==> src/rtl/mat4_vec_sequencer_if.sv <==
// ----------------------------------------------------------------------------
// mat4_vec_sequencer_if
//
// Purpose: bundles the job, dot-product operand/result and result-handshake
// signals of mat4_vec_sequencer into one interface.
//
// Signals:
//   mat_in       16*WIDTH  matrix, element (r,c) at [(4r+c)*WIDTH +: WIDTH]
//   vec_in        4*WIDTH  vector, element i at [i*WIDTH +: WIDTH]
//   valid_in      1        job request
//   ready_out     1        sequencer idle, job can be accepted
//   dp_x0..dp_x3  WIDTH    dot-product x operands (matrix row/column)
//   dp_y0..dp_y3  WIDTH    dot-product y operands (vector elements)
//   dp_result     WIDTH    dot-product unit output
//   res_out       4*WIDTH  result vector, element r at [r*WIDTH +: WIDTH]
//   valid_out     1        result valid
//   ready_in      1        downstream accepts the result
//   transpose_in  1        only with MAT4_VEC_TRANSPOSE_EN: compute M^T*v
//
// Modports:
//   slave  - the sequencer's view
//   master - the environment's view (front end + dot-product unit + sink)
//
// Optional feature macro: MAT4_VEC_TRANSPOSE_EN
// ----------------------------------------------------------------------------
interface mat4_vec_sequencer_if #(
    parameter int WIDTH = 32
);
    logic [16*WIDTH-1:0]       mat_in;
    logic [4*WIDTH-1:0]        vec_in;
    logic                      valid_in;
    logic                      ready_out;
    logic signed [WIDTH-1:0]   dp_x0, dp_x1, dp_x2, dp_x3;
    logic signed [WIDTH-1:0]   dp_y0, dp_y1, dp_y2, dp_y3;
    logic signed [WIDTH-1:0]   dp_result;
    logic [4*WIDTH-1:0]        res_out;
    logic                      valid_out;
    logic                      ready_in;
`ifdef MAT4_VEC_TRANSPOSE_EN
    logic                      transpose_in;
`endif

    modport slave (
`ifdef MAT4_VEC_TRANSPOSE_EN
        input  transpose_in,
`endif
        input  mat_in, vec_in, valid_in, dp_result, ready_in,
        output ready_out, res_out, valid_out,
        output dp_x0, dp_x1, dp_x2, dp_x3,
        output dp_y0, dp_y1, dp_y2, dp_y3
    );

    modport master (
`ifdef MAT4_VEC_TRANSPOSE_EN
        output transpose_in,
`endif
        output mat_in, vec_in, valid_in, dp_result, ready_in,
        input  ready_out, res_out, valid_out,
        input  dp_x0, dp_x1, dp_x2, dp_x3,
        input  dp_y0, dp_y1, dp_y2, dp_y3
    );
endinterface

==> src/rtl/mat4_vec_sequencer.sv <==
// ----------------------------------------------------------------------------
// mat4_vec_sequencer
//
// Purpose: accepts a 4x4 matrix and a 4-vector, streams one matrix row per
// cycle into a pipelined 4-element dot-product unit, collects the four scalar
// results DP_LATENCY edges later and offers the result vector on a
// valid/ready handshake.
//
// Ports:
//   clk_in  - system clock
//   rst_in  - asynchronous active-high reset; aborts any job in flight
//   bus     - mat4_vec_sequencer_if.slave (job input, dp operands/result,
//             result output handshake)
//
// Parameters:
//   WIDTH      - element width (signed), must match the interface WIDTH
//   DP_LATENCY - edges from operand sample to stable dp_result (>= 1)
//
// Optional feature macro: MAT4_VEC_TRANSPOSE_EN
//   When defined, bus.transpose_in is sampled with the job and columns are
//   streamed instead of rows, producing M^T*v with unchanged latency.
// ----------------------------------------------------------------------------
module mat4_vec_sequencer #(
    parameter int WIDTH      = 32,
    parameter int DP_LATENCY = 3
) (
    input  logic                  clk_in,
    input  logic                  rst_in,
    mat4_vec_sequencer_if.slave   bus
);

    typedef enum logic [1:0] {
        IDLE  = 2'd0,
        ISSUE = 2'd1,
        DRAIN = 2'd2,
        DONE  = 2'd3
    } state_t;

    state_t                  state_q, state_d;
    logic [1:0]              issue_q, issue_d;

    logic signed [WIDTH-1:0] mat_q [16];
    logic signed [WIDTH-1:0] vec_q [4];
`ifdef MAT4_VEC_TRANSPOSE_EN
    logic                    transpose_q;
`endif

    // Tag pipeline mirrors the dot-product unit: a tag enters together with
    // the operands and leaves exactly when the matching result is stable.
    logic [DP_LATENCY-1:0]   tag_vld_q;
    logic [1:0]              tag_row_q [DP_LATENCY];
    logic signed [WIDTH-1:0] res_q [4];

    logic                    accept;
    logic                    cap_vld;
    logic [1:0]              cap_row;
    logic signed [WIDTH-1:0] op_x [4];
    logic signed [WIDTH-1:0] op_y [4];

    assign accept  = (state_q == IDLE) && bus.valid_in;
    assign cap_vld = tag_vld_q[DP_LATENCY-1];
    assign cap_row = tag_row_q[DP_LATENCY-1];

    // State register
    always_ff @(posedge clk_in or posedge rst_in) begin
        if (rst_in) begin
            state_q <= IDLE;
            issue_q <= 2'd0;
        end else begin
            state_q <= state_d;
            issue_q <= issue_d;
        end
    end

    // Next-state logic
    always_comb begin
        state_d = state_q;
        issue_d = issue_q;
        unique case (state_q)
            IDLE: begin
                if (bus.valid_in) begin
                    state_d = ISSUE;
                    issue_d = 2'd0;
                end
            end
            ISSUE: begin
                // issue wraps back to 0 after row 3
                issue_d = issue_q + 2'd1;
                if (issue_q == 2'd3) begin
                    state_d = DRAIN;
                end
            end
            DRAIN: begin
                if (cap_vld && (cap_row == 2'd3)) begin
                    state_d = DONE;
                end
            end
            DONE: begin
                if (bus.ready_in) begin
                    state_d = IDLE;
                end
            end
            default: state_d = IDLE;
        endcase
    end

    // Output logic: operands are forced to zero outside ISSUE
    always_comb begin
        bus.ready_out = (state_q == IDLE);
        bus.valid_out = (state_q == DONE);
        for (int j = 0; j < 4; j++) begin
            op_x[j] = '0;
            op_y[j] = '0;
            if (state_q == ISSUE) begin
`ifdef MAT4_VEC_TRANSPOSE_EN
                op_x[j] = transpose_q ? mat_q[{2'(j), issue_q}]
                                      : mat_q[{issue_q, 2'(j)}];
`else
                op_x[j] = mat_q[{issue_q, 2'(j)}];
`endif
                op_y[j] = vec_q[j];
            end
        end
    end

    assign bus.dp_x0   = op_x[0];
    assign bus.dp_x1   = op_x[1];
    assign bus.dp_x2   = op_x[2];
    assign bus.dp_x3   = op_x[3];
    assign bus.dp_y0   = op_y[0];
    assign bus.dp_y1   = op_y[1];
    assign bus.dp_y2   = op_y[2];
    assign bus.dp_y3   = op_y[3];
    assign bus.res_out = {res_q[3], res_q[2], res_q[1], res_q[0]};

    // Job operand capture: pure data, loaded only on the accept edge
    always_ff @(posedge clk_in) begin
        if (accept) begin
            for (int i = 0; i < 16; i++) begin
                mat_q[i] <= bus.mat_in[i*WIDTH +: WIDTH];
            end
            for (int i = 0; i < 4; i++) begin
                vec_q[i] <= bus.vec_in[i*WIDTH +: WIDTH];
            end
`ifdef MAT4_VEC_TRANSPOSE_EN
            transpose_q <= bus.transpose_in;
`endif
        end
    end

    // Tag pipeline and result capture; reset drops results still in flight
    always_ff @(posedge clk_in or posedge rst_in) begin
        if (rst_in) begin
            tag_vld_q <= '0;
            for (int i = 0; i < DP_LATENCY; i++) begin
                tag_row_q[i] <= 2'd0;
            end
            for (int r = 0; r < 4; r++) begin
                res_q[r] <= '0;
            end
        end else begin
            tag_vld_q[0] <= (state_q == ISSUE);
            tag_row_q[0] <= issue_q;
            for (int i = 1; i < DP_LATENCY; i++) begin
                tag_vld_q[i] <= tag_vld_q[i-1];
                tag_row_q[i] <= tag_row_q[i-1];
            end
            if (cap_vld) begin
                res_q[cap_row] <= bus.dp_result;
            end
        end
    end

endmodule

==> src/flat_wrapper.sv <==
// flat-port wrapper written by rule: the top's interface ports become plain ports
module mat4_vec_sequencer_flat 
#(
    parameter int WIDTH      = 32,
    parameter int DP_LATENCY = 3
)
  (clk_in, rst_in, bus_mat_in, bus_vec_in, bus_valid_in, bus_dp_result, bus_ready_in, bus_ready_out, bus_res_out, bus_valid_out, bus_dp_x0, bus_dp_x1, bus_dp_x2, bus_dp_x3, bus_dp_y0, bus_dp_y1, bus_dp_y2, bus_dp_y3);
  mat4_vec_sequencer_if #(.WIDTH(WIDTH)) bus_i ();
  input  logic clk_in;
  input  logic rst_in;
  input wire logic [$bits(bus_i.mat_in)-1:0] bus_mat_in;
  input wire logic [$bits(bus_i.vec_in)-1:0] bus_vec_in;
  input wire logic [$bits(bus_i.valid_in)-1:0] bus_valid_in;
  input wire logic [$bits(bus_i.dp_result)-1:0] bus_dp_result;
  input wire logic [$bits(bus_i.ready_in)-1:0] bus_ready_in;
  output wire logic [$bits(bus_i.ready_out)-1:0] bus_ready_out;
  output wire logic [$bits(bus_i.res_out)-1:0] bus_res_out;
  output wire logic [$bits(bus_i.valid_out)-1:0] bus_valid_out;
  output wire logic [$bits(bus_i.dp_x0)-1:0] bus_dp_x0;
  output wire logic [$bits(bus_i.dp_x1)-1:0] bus_dp_x1;
  output wire logic [$bits(bus_i.dp_x2)-1:0] bus_dp_x2;
  output wire logic [$bits(bus_i.dp_x3)-1:0] bus_dp_x3;
  output wire logic [$bits(bus_i.dp_y0)-1:0] bus_dp_y0;
  output wire logic [$bits(bus_i.dp_y1)-1:0] bus_dp_y1;
  output wire logic [$bits(bus_i.dp_y2)-1:0] bus_dp_y2;
  output wire logic [$bits(bus_i.dp_y3)-1:0] bus_dp_y3;
  assign bus_i.mat_in = bus_mat_in;
  assign bus_i.vec_in = bus_vec_in;
  assign bus_i.valid_in = bus_valid_in;
  assign bus_i.dp_result = bus_dp_result;
  assign bus_i.ready_in = bus_ready_in;
  assign bus_ready_out = bus_i.ready_out;
  assign bus_res_out = bus_i.res_out;
  assign bus_valid_out = bus_i.valid_out;
  assign bus_dp_x0 = bus_i.dp_x0;
  assign bus_dp_x1 = bus_i.dp_x1;
  assign bus_dp_x2 = bus_i.dp_x2;
  assign bus_dp_x3 = bus_i.dp_x3;
  assign bus_dp_y0 = bus_i.dp_y0;
  assign bus_dp_y1 = bus_i.dp_y1;
  assign bus_dp_y2 = bus_i.dp_y2;
  assign bus_dp_y3 = bus_i.dp_y3;
  mat4_vec_sequencer #(.WIDTH(WIDTH), .DP_LATENCY(DP_LATENCY)) u_core (.clk_in(clk_in), .rst_in(rst_in), .bus(bus_i));
endmodule
==> config.mk <==
export PLATFORM = sky130hd
export DESIGN_NAME = mat4_vec_sequencer_flat
export DESIGN_NICKNAME = d
export VERILOG_FILES = /design/src/rtl/mat4_vec_sequencer_if.sv /design/src/rtl/mat4_vec_sequencer.sv /design/src/flat_wrapper.sv
export SDC_FILE = /design/constraint.sdc
export NUM_CORES = 1
export LEC_CHECK = 0
export ABC_AREA = 1
export BUFFER_PORTS_ARGS = -buffer_cell sky130_fd_sc_hd__buf_2
export CAP_MARGIN = 20
export CORE_AREA = 5 5 414 416
export CTS_BUF_LIST = sky130_fd_sc_hd__clkbuf_8
export DETAILED_ROUTE_END_ITERATION = 8
export DIE_AREA = 0 0 419 421
export HOLD_SLACK_MARGIN = 0.02
export SLEW_MARGIN = 20
export SYNTH_ARGS = -nofsm -noshare
export SYNTH_HDL_FRONTEND = slang
export SYNTH_SLANG_ARGS = --single-unit
==> constraint.sdc <==
create_clock -name clk_in -period 13 [get_ports clk_in]
set_clock_uncertainty 0.2 [all_clocks]
set_input_delay 2.6 -clock clk_in [delete_from_list [all_inputs] [get_ports clk_in]]
set_output_delay 2.6 -clock clk_in [all_outputs]
set_load 0.01 [all_outputs]
======== After elaboration in Yosys (flattened, before gate mapping) ========
Memories as Yosys holds them, arrays and structs flattened.
Cells that the tools add are included.
operators by class
  $add $sub $neg .......................... 1
  bitwise operators ....................... 1
  reduce and logical (&&, ||, !) cells .... 7
  $lt $le $gt $ge ......................... 2
  equal/unequal tests ..................... 9
  muxes and demuxes ....................... 20
operators with widths
  cell                 number
  $mux 32              9
  $bwmux 128           1
  $demux 32 s2         1
  $mux 2               5
  $eq 2x2->1 const B   4
  $pmux 2 s4           1
  $ne 2x1->1 const B   2
  $ne 2x2->1 const B   2
  $pmux 2 s2           1
  $reduce_and 4->1     1
  $ge 3x3->1 const B   1
  $logic_and 1x1->1    3
  $lt 3x1->1 const B   1
  $not 2->3            1
  $add 2x1->2 const B  1
  $eq 2x1->1 const B   1
  $logic_not 2->1      1
  $mux 1               2
  $reduce_and 2->1     1
  $reduce_bool 2->1    1
storage, ports and cells
  logic and storage cells ................. 52
  bits of input ports ..................... 676
  output and inout port bits .............. 386
  memories ................................ 2
  RAM bits ................................ 640
  bits in registers ....................... 141
memory list
  memory        depth  width  rd ports  clocked after Yosys merged registers in  write ports  line                      RTL
  u_core.mat_q  16     32     4         0                                        16           mat4_vec_sequencer.sv:42  logic signed [WIDTH-1:0] mat_q [16];
  u_core.vec_q  4      32     4         0                                        4            mat4_vec_sequencer.sv:43  logic signed [WIDTH-1:0] vec_q [4];

======== Depth between registers and ports, before layout ========
  depth in word-level cells ............... 6
  gate-level depth with buffers ........... 9
  depth with buffers taken out ............ 8

======== Worst setup path after synthesis ========
OpenSTA, ideal clock, no wires.
  kind .................................... input-to-reg
  start ................................... input port bus_valid_in
  end ..................................... memory u_core.mat_q[0][0], enable pin
  required time ........................... 11,813 ps
  library setup time ...................... 987 ps
  path buffers ............................ 0
  data arrival time ....................... 15,023 ps
  setup slack ............................. -3,210 ps
  stages on the path ...................... 2
  path through ............................ nand2_1 > inv_1
RTL lines
  element      line                      RTL
  from (decl)  flat_wrapper.sv:13        input wire logic [$bits(bus_i.valid_in)-1:0] bus_valid_in;
  to (decl)    mat4_vec_sequencer.sv:42

======== Worst setup path in the final report ========
  start ................................... register u_core.issue_q[0]
  end ..................................... output port bus_dp_x1[5]
on the way
  cells in the longest elaborated chain, start to end .. 2
ends and longest elaborated chain
  element                 line                       RTL
  from (decl)             mat4_vec_sequencer.sv:40   logic [1:0] issue_q, issue_d;
  from (signal assigned)  mat4_vec_sequencer.sv:71   issue_q <= issue_d;
  $mem_v2 16x32           n/a
  $mux 32                 mat4_vec_sequencer.sv:114  if (state_q == ISSUE) begin
  to (decl)               flat_wrapper.sv:20         output wire logic [$bits(bus_i.dp_x1)-1:0] bus_dp_x1;
Every way passes these cells.

==> run_summary.xml <==
<?xml version="1.0" encoding="UTF-8"?>
<metrics>
  <group name="drt">
    <metric name="initialDrtViolationCount" unit="">1845</metric>
    <metric name="via_per_inst" unit="">3.888</metric>
    <metric name="drc" unit="">0</metric>
    <metric name="routedWlPerCell" unit="um">20.08</metric>
    <metric name="drtAntennaViolNets" unit="">0</metric>
    <metric name="totalWireLength" unit="um">119700</metric>
    <metric name="pre_repair_dr_iteration_count" unit="">5</metric>
    <metric name="dr_total_vias" unit="">23170</metric>
  </group>
  <group name="synthesis">
    <metric name="synth_cell_types" unit="">21</metric>
    <metric name="synth_simple_gate_area_frac" unit="">0.1357</metric>
    <metric name="avgSynthCellArea" unit="um^2">12.15</metric>
    <metric name="synth-xor-area-share" unit="">0</metric>
    <metric name="yosys_warnings" unit="">0</metric>
    <metric name="synth_top_family_by_area" unit="">simple AND/OR/NAND/NOR gates</metric>
    <metric name="ys_seq_elements" unit="">781</metric>
    <metric name="area_of_the_mapped_netlist" unit="um^2">30730</metric>
    <metric name="synth_mux_area_frac" unit="">0</metric>
    <metric name="syn_nets" unit="">3211</metric>
    <metric name="synth_compound_area_frac" unit="">0.07369</metric>
    <metric name="synth-adder-area-share" unit="">0.002035</metric>
    <metric name="synth_sequential_area_ratio" unit="">0.7401</metric>
    <metric name="synthesis.instances" unit="">2530</metric>
  </group>
  <group name="pwr">
    <metric name="p_comb_frac" unit="">0.315</metric>
    <metric name="cellInternalPower" unit="mW">5.509</metric>
    <metric name="net-switching-power" unit="mW">3.416</metric>
    <metric name="cellLeakagePower" unit="nW">18.37</metric>
    <metric name="power.sequential.fraction" unit="">0.420</metric>
    <metric name="pwr_dens" unit="nW/um^2">217.1</metric>
    <metric name="peak_ir_drop_on_the_vdd_network" unit="V">0.0001645</metric>
    <metric name="swShare" unit="">0.3828</metric>
    <metric name="clock_power_share" unit="">0.264</metric>
  </group>
  <group name="die">
    <metric name="die_h" unit="um">421</metric>
    <metric name="core-area" unit="um^2">166800</metric>
    <metric name="io-pin-count" unit="">1062</metric>
    <metric name="fp.dieArea" unit="um^2">176400</metric>
    <metric name="start_util" unit="">0.1842</metric>
    <metric name="placement_rows" unit="">150</metric>
    <metric name="die_outline_width" unit="um">419</metric>
  </group>
  <group name="clock_network">
    <metric name="ctsResizeCount" unit="">0</metric>
    <metric name="cts_buffer_depth" unit="">3</metric>
    <metric name="clock_insertion_delay_worst_skew" unit="ps">870</metric>
    <metric name="clock_sinks" unit="">781</metric>
    <metric name="cts_root_buffer" unit="">sky130_fd_sc_hd__clkbuf_8</metric>
    <metric name="cts_tree" unit="">done</metric>
    <metric name="cts_made_buffers" unit="">143</metric>
    <metric name="cts-hold-fix-buffers" unit="">0</metric>
    <metric name="ctsHtreeMaxLevel" unit="">4</metric>
    <metric name="clock_slew_at_the_register_clock_pins_of_the_worst_setup_and_hold_paths" unit="ps">60</metric>
    <metric name="post-cts-setup-buffers" unit="">0</metric>
  </group>
  <group name="status">
    <metric name="outcome" unit="">completed</metric>
  </group>
  <group name="placement">
    <metric name="dpl.hpwl" unit="um">87220</metric>
    <metric name="gp_congestion" unit="">0.9278</metric>
    <metric name="dpl_cell_area" unit="um^2">38240</metric>
    <metric name="number_of_port_buffers" unit="">1061</metric>
  </group>
  <group name="final_layout">
    <metric name="syn_to_final_growth" unit="%">33.78</metric>
    <metric name="design.final.nets" unit="">4304</metric>
    <metric name="layout.area.seq" unit="um^2">22750</metric>
    <metric name="multi_input_combinational_cell_area" unit="um^2">6530</metric>
    <metric name="layout.filler_cells" unit="">17800</metric>
    <metric name="design_area" unit="um^2">41120</metric>
    <metric name="post_route_cells_drive_above_1_share" unit="">0.3944</metric>
  </group>
  <group name="critical_path">
    <metric name="timing.critical_path.required" unit="ps">10200</metric>
    <metric name="setup.worst_path.start_class" unit="">flop</metric>
    <metric name="crit_fanout" unit="">77</metric>
    <metric name="critPathArrivalTime" unit="ps">4630</metric>
    <metric name="worst_setup_path_end_kind" unit="">output port</metric>
    <metric name="path_class" unit="">flop to output port</metric>
  </group>
  <group name="global_routing">
    <metric name="grt_antenna_before_repair" unit="">45</metric>
    <metric name="groute.usage.overall" unit="">0.1293</metric>
    <metric name="grt_first_pass_wirelength" unit="um">165300</metric>
    <metric name="grt_remaining_overflow" unit="">0</metric>
    <metric name="first_global_vias" unit="">23180</metric>
    <metric name="largest_net_degree_at_the_start_of_global_routing" unit="">180</metric>
  </group>
  <group name="min_path">
    <metric name="timing.hold.worst.class" unit="">flop to flop</metric>
  </group>
  <group name="sta">
    <metric name="setup-violations-final" unit="">0</metric>
    <metric name="max_freq" unit="GHz">0.1346</metric>
    <metric name="maxSlewHeadroom" unit="">0.2331</metric>
    <metric name="post-route-period-util" unit="">0.5713</metric>
    <metric name="grt_setup_unrepaired" unit="">false</metric>
    <metric name="worst-slew-pin-transition" unit="ps">1150</metric>
    <metric name="final_hold_viol_count" unit="">0</metric>
    <metric name="final_max_slew_viol_count" unit="">0</metric>
    <metric name="finalWorstPathRequiredPeriod" unit="ps">7427</metric>
    <metric name="final.setup.tns" unit="ps">0</metric>
  </group>
  <group name="run">
    <metric name="max_cap_violations" unit="">0</metric>
  </group>
</metrics>
==> path summary, 6_finish.rpt <==
check	slack (ps)	startpoint	endpoint	depth (start not counted)
setup / recovery	5570	u_core.issue_q[0]	bus_dp_x1[5]	6
hold / removal	150	u_core.tag_row_q[2]	u_core.cap_row[0]	0
setup reg to reg	9500	u_core.state_q[0]	u_core.mat_q[2][39]	6
hold reg to reg	150	u_core.tag_row_q[2]	u_core.cap_row[0]	0
max in group asynchronous	9770	rst_in	u_core.bus.res_out[12]	3
min in group asynchronous	1620	rst_in	u_core.bus.res_out[81]	2
==> area by class of cell <==
cell class              instances  share of cell area
diodes                         24            0.001461
clock buffers                 148             0.04954
clock inverters               106             0.01887
inverters                     171             0.01631
multi-input cells            1439              0.1588
flip-flops and latches        781              0.5533
well taps                    2204             0.06707
repair buffers               1087              0.1346
==> cells by family after synthesis <==
group | after synthesis
AND/OR/NAND/NOR | 1049
flip-flops | 781
AO/OA/AOI/OAI | 385
buffers and inverters | 310
adder cells (fa/ha/maj) | 5
==> power by group through the flow <==
stage	clock network, mW	registers [mW]	logic [mW]
detailed placement	0	3.78	2.86
finish	2.36	3.75	2.81
floorplan	0	3.98	1.60
CTS	2.44	3.75	2.87
global placement	0	3.78	2.84
global route	2.56	3.80	3.10
==> per-layer routing <==
metal	vias to the layer above	track usage	part of all wire
met5	-	0	0.00045
met4	10	0.05598	0.039
met3	227	0.04069	0.084
met2	1059	0.2204	0.50
met1	11200	0.1492	0.38
li1	10670	-	-
==> registers in the layout (all words and copies together) (netlist names) <==
| register | cells |
|---|---|
| u_core.vec_q | 128 |
| u_core.cap_row | 2 |
| u_core.state_q | 2 |
| u_core.tag_row_q | 4 |
| u_core.mat_q | 512 |
| u_core.bus.res_out | 128 |
| u_core.issue_q | 2 |
| u_core.tag_vld_q | 3 |
==> per-stage QoR <==
stage / instances / hold slack [ps] / util / worst slack, ps / total power [mW]
2_1_floorplan: 2530 / 131.2 / - / 100.7 / 5.580
3_3_place_gp: 5682 / 132.0 / 0.2292 / 6539 / 6.623
3_5_place_dp: 5682 / 134.7 / 0.2292 / 6472 / 6.649
4_1_cts: 5936 / 147.3 / 0.2460 / 5435 / 9.062
5_1_grt: 5956 / 159.3 / 0.2464 / 5317 / 9.463
6_report: 5960 / 145.8 / 0.2464 / 5573 / 8.925
==> synthesized netlist by cell type (all sizes together) <==
cell	n	area (um^2)
a21oi	128	978.4
buf	91	665.6
clkbuf	48	180.2
dfrtp	141	3528
edfxtp	640	19220
ha	5	62.56
inv	171	644.4
nand2	782	3156
nand3	8	40.04
nor2	258	968.4
o21ai	257	1286
or2	1	6.260
==> worst max-delay path: stages, from the launching register on <==
cell                      delay, ps
sky130_fd_sc_hd__dfrtp_4        750
sky130_fd_sc_hd__inv_8          500
sky130_fd_sc_hd__buf_4          660
sky130_fd_sc_hd__buf_4          840
sky130_fd_sc_hd__o21ai_0        270
sky130_fd_sc_hd__a21oi_2        360
sky130_fd_sc_hd__buf_2          200
==> cells in the final DEF, fill, tap and decap left out <==
cell type,instances
sky130_fd_sc_hd__buf_4,23
sky130_fd_sc_hd__ha_1,4
sky130_fd_sc_hd__clkinv_4,1
sky130_fd_sc_hd__ha_4,1
sky130_fd_sc_hd__a21oi_1,38
sky130_fd_sc_hd__clkinv_8,5
sky130_fd_sc_hd__or2_2,1
sky130_fd_sc_hd__clkbuf_8,148
sky130_fd_sc_hd__o21ai_1,3
sky130_fd_sc_hd__o21ai_0,254
sky130_fd_sc_hd__nand3_2,4
sky130_fd_sc_hd__clkinv_2,18
sky130_fd_sc_hd__inv_16,1
sky130_fd_sc_hd__clkinvlp_4,11
sky130_fd_sc_hd__dfrtp_1,140
sky130_fd_sc_hd__nand2_1,694
sky130_fd_sc_hd__inv_8,3
sky130_fd_sc_hd__dfrtp_4,1
sky130_fd_sc_hd__buf_12,2
sky130_fd_sc_hd__buf_2,1061
sky130_fd_sc_hd__edfxtp_1,640
sky130_fd_sc_hd__buf_6,1
sky130_fd_sc_hd__inv_1,200
sky130_fd_sc_hd__inv_6,3
sky130_fd_sc_hd__clkinv_1,25
sky130_fd_sc_hd__diode_2,24
sky130_fd_sc_hd__inv_12,3
sky130_fd_sc_hd__a21oi_2,90
sky130_fd_sc_hd__nand2_2,88
sky130_fd_sc_hd__bufinv_16,7
sky130_fd_sc_hd__nor2_1,258
sky130_fd_sc_hd__nand3_1,4
(Power assumes the default switching activity.)
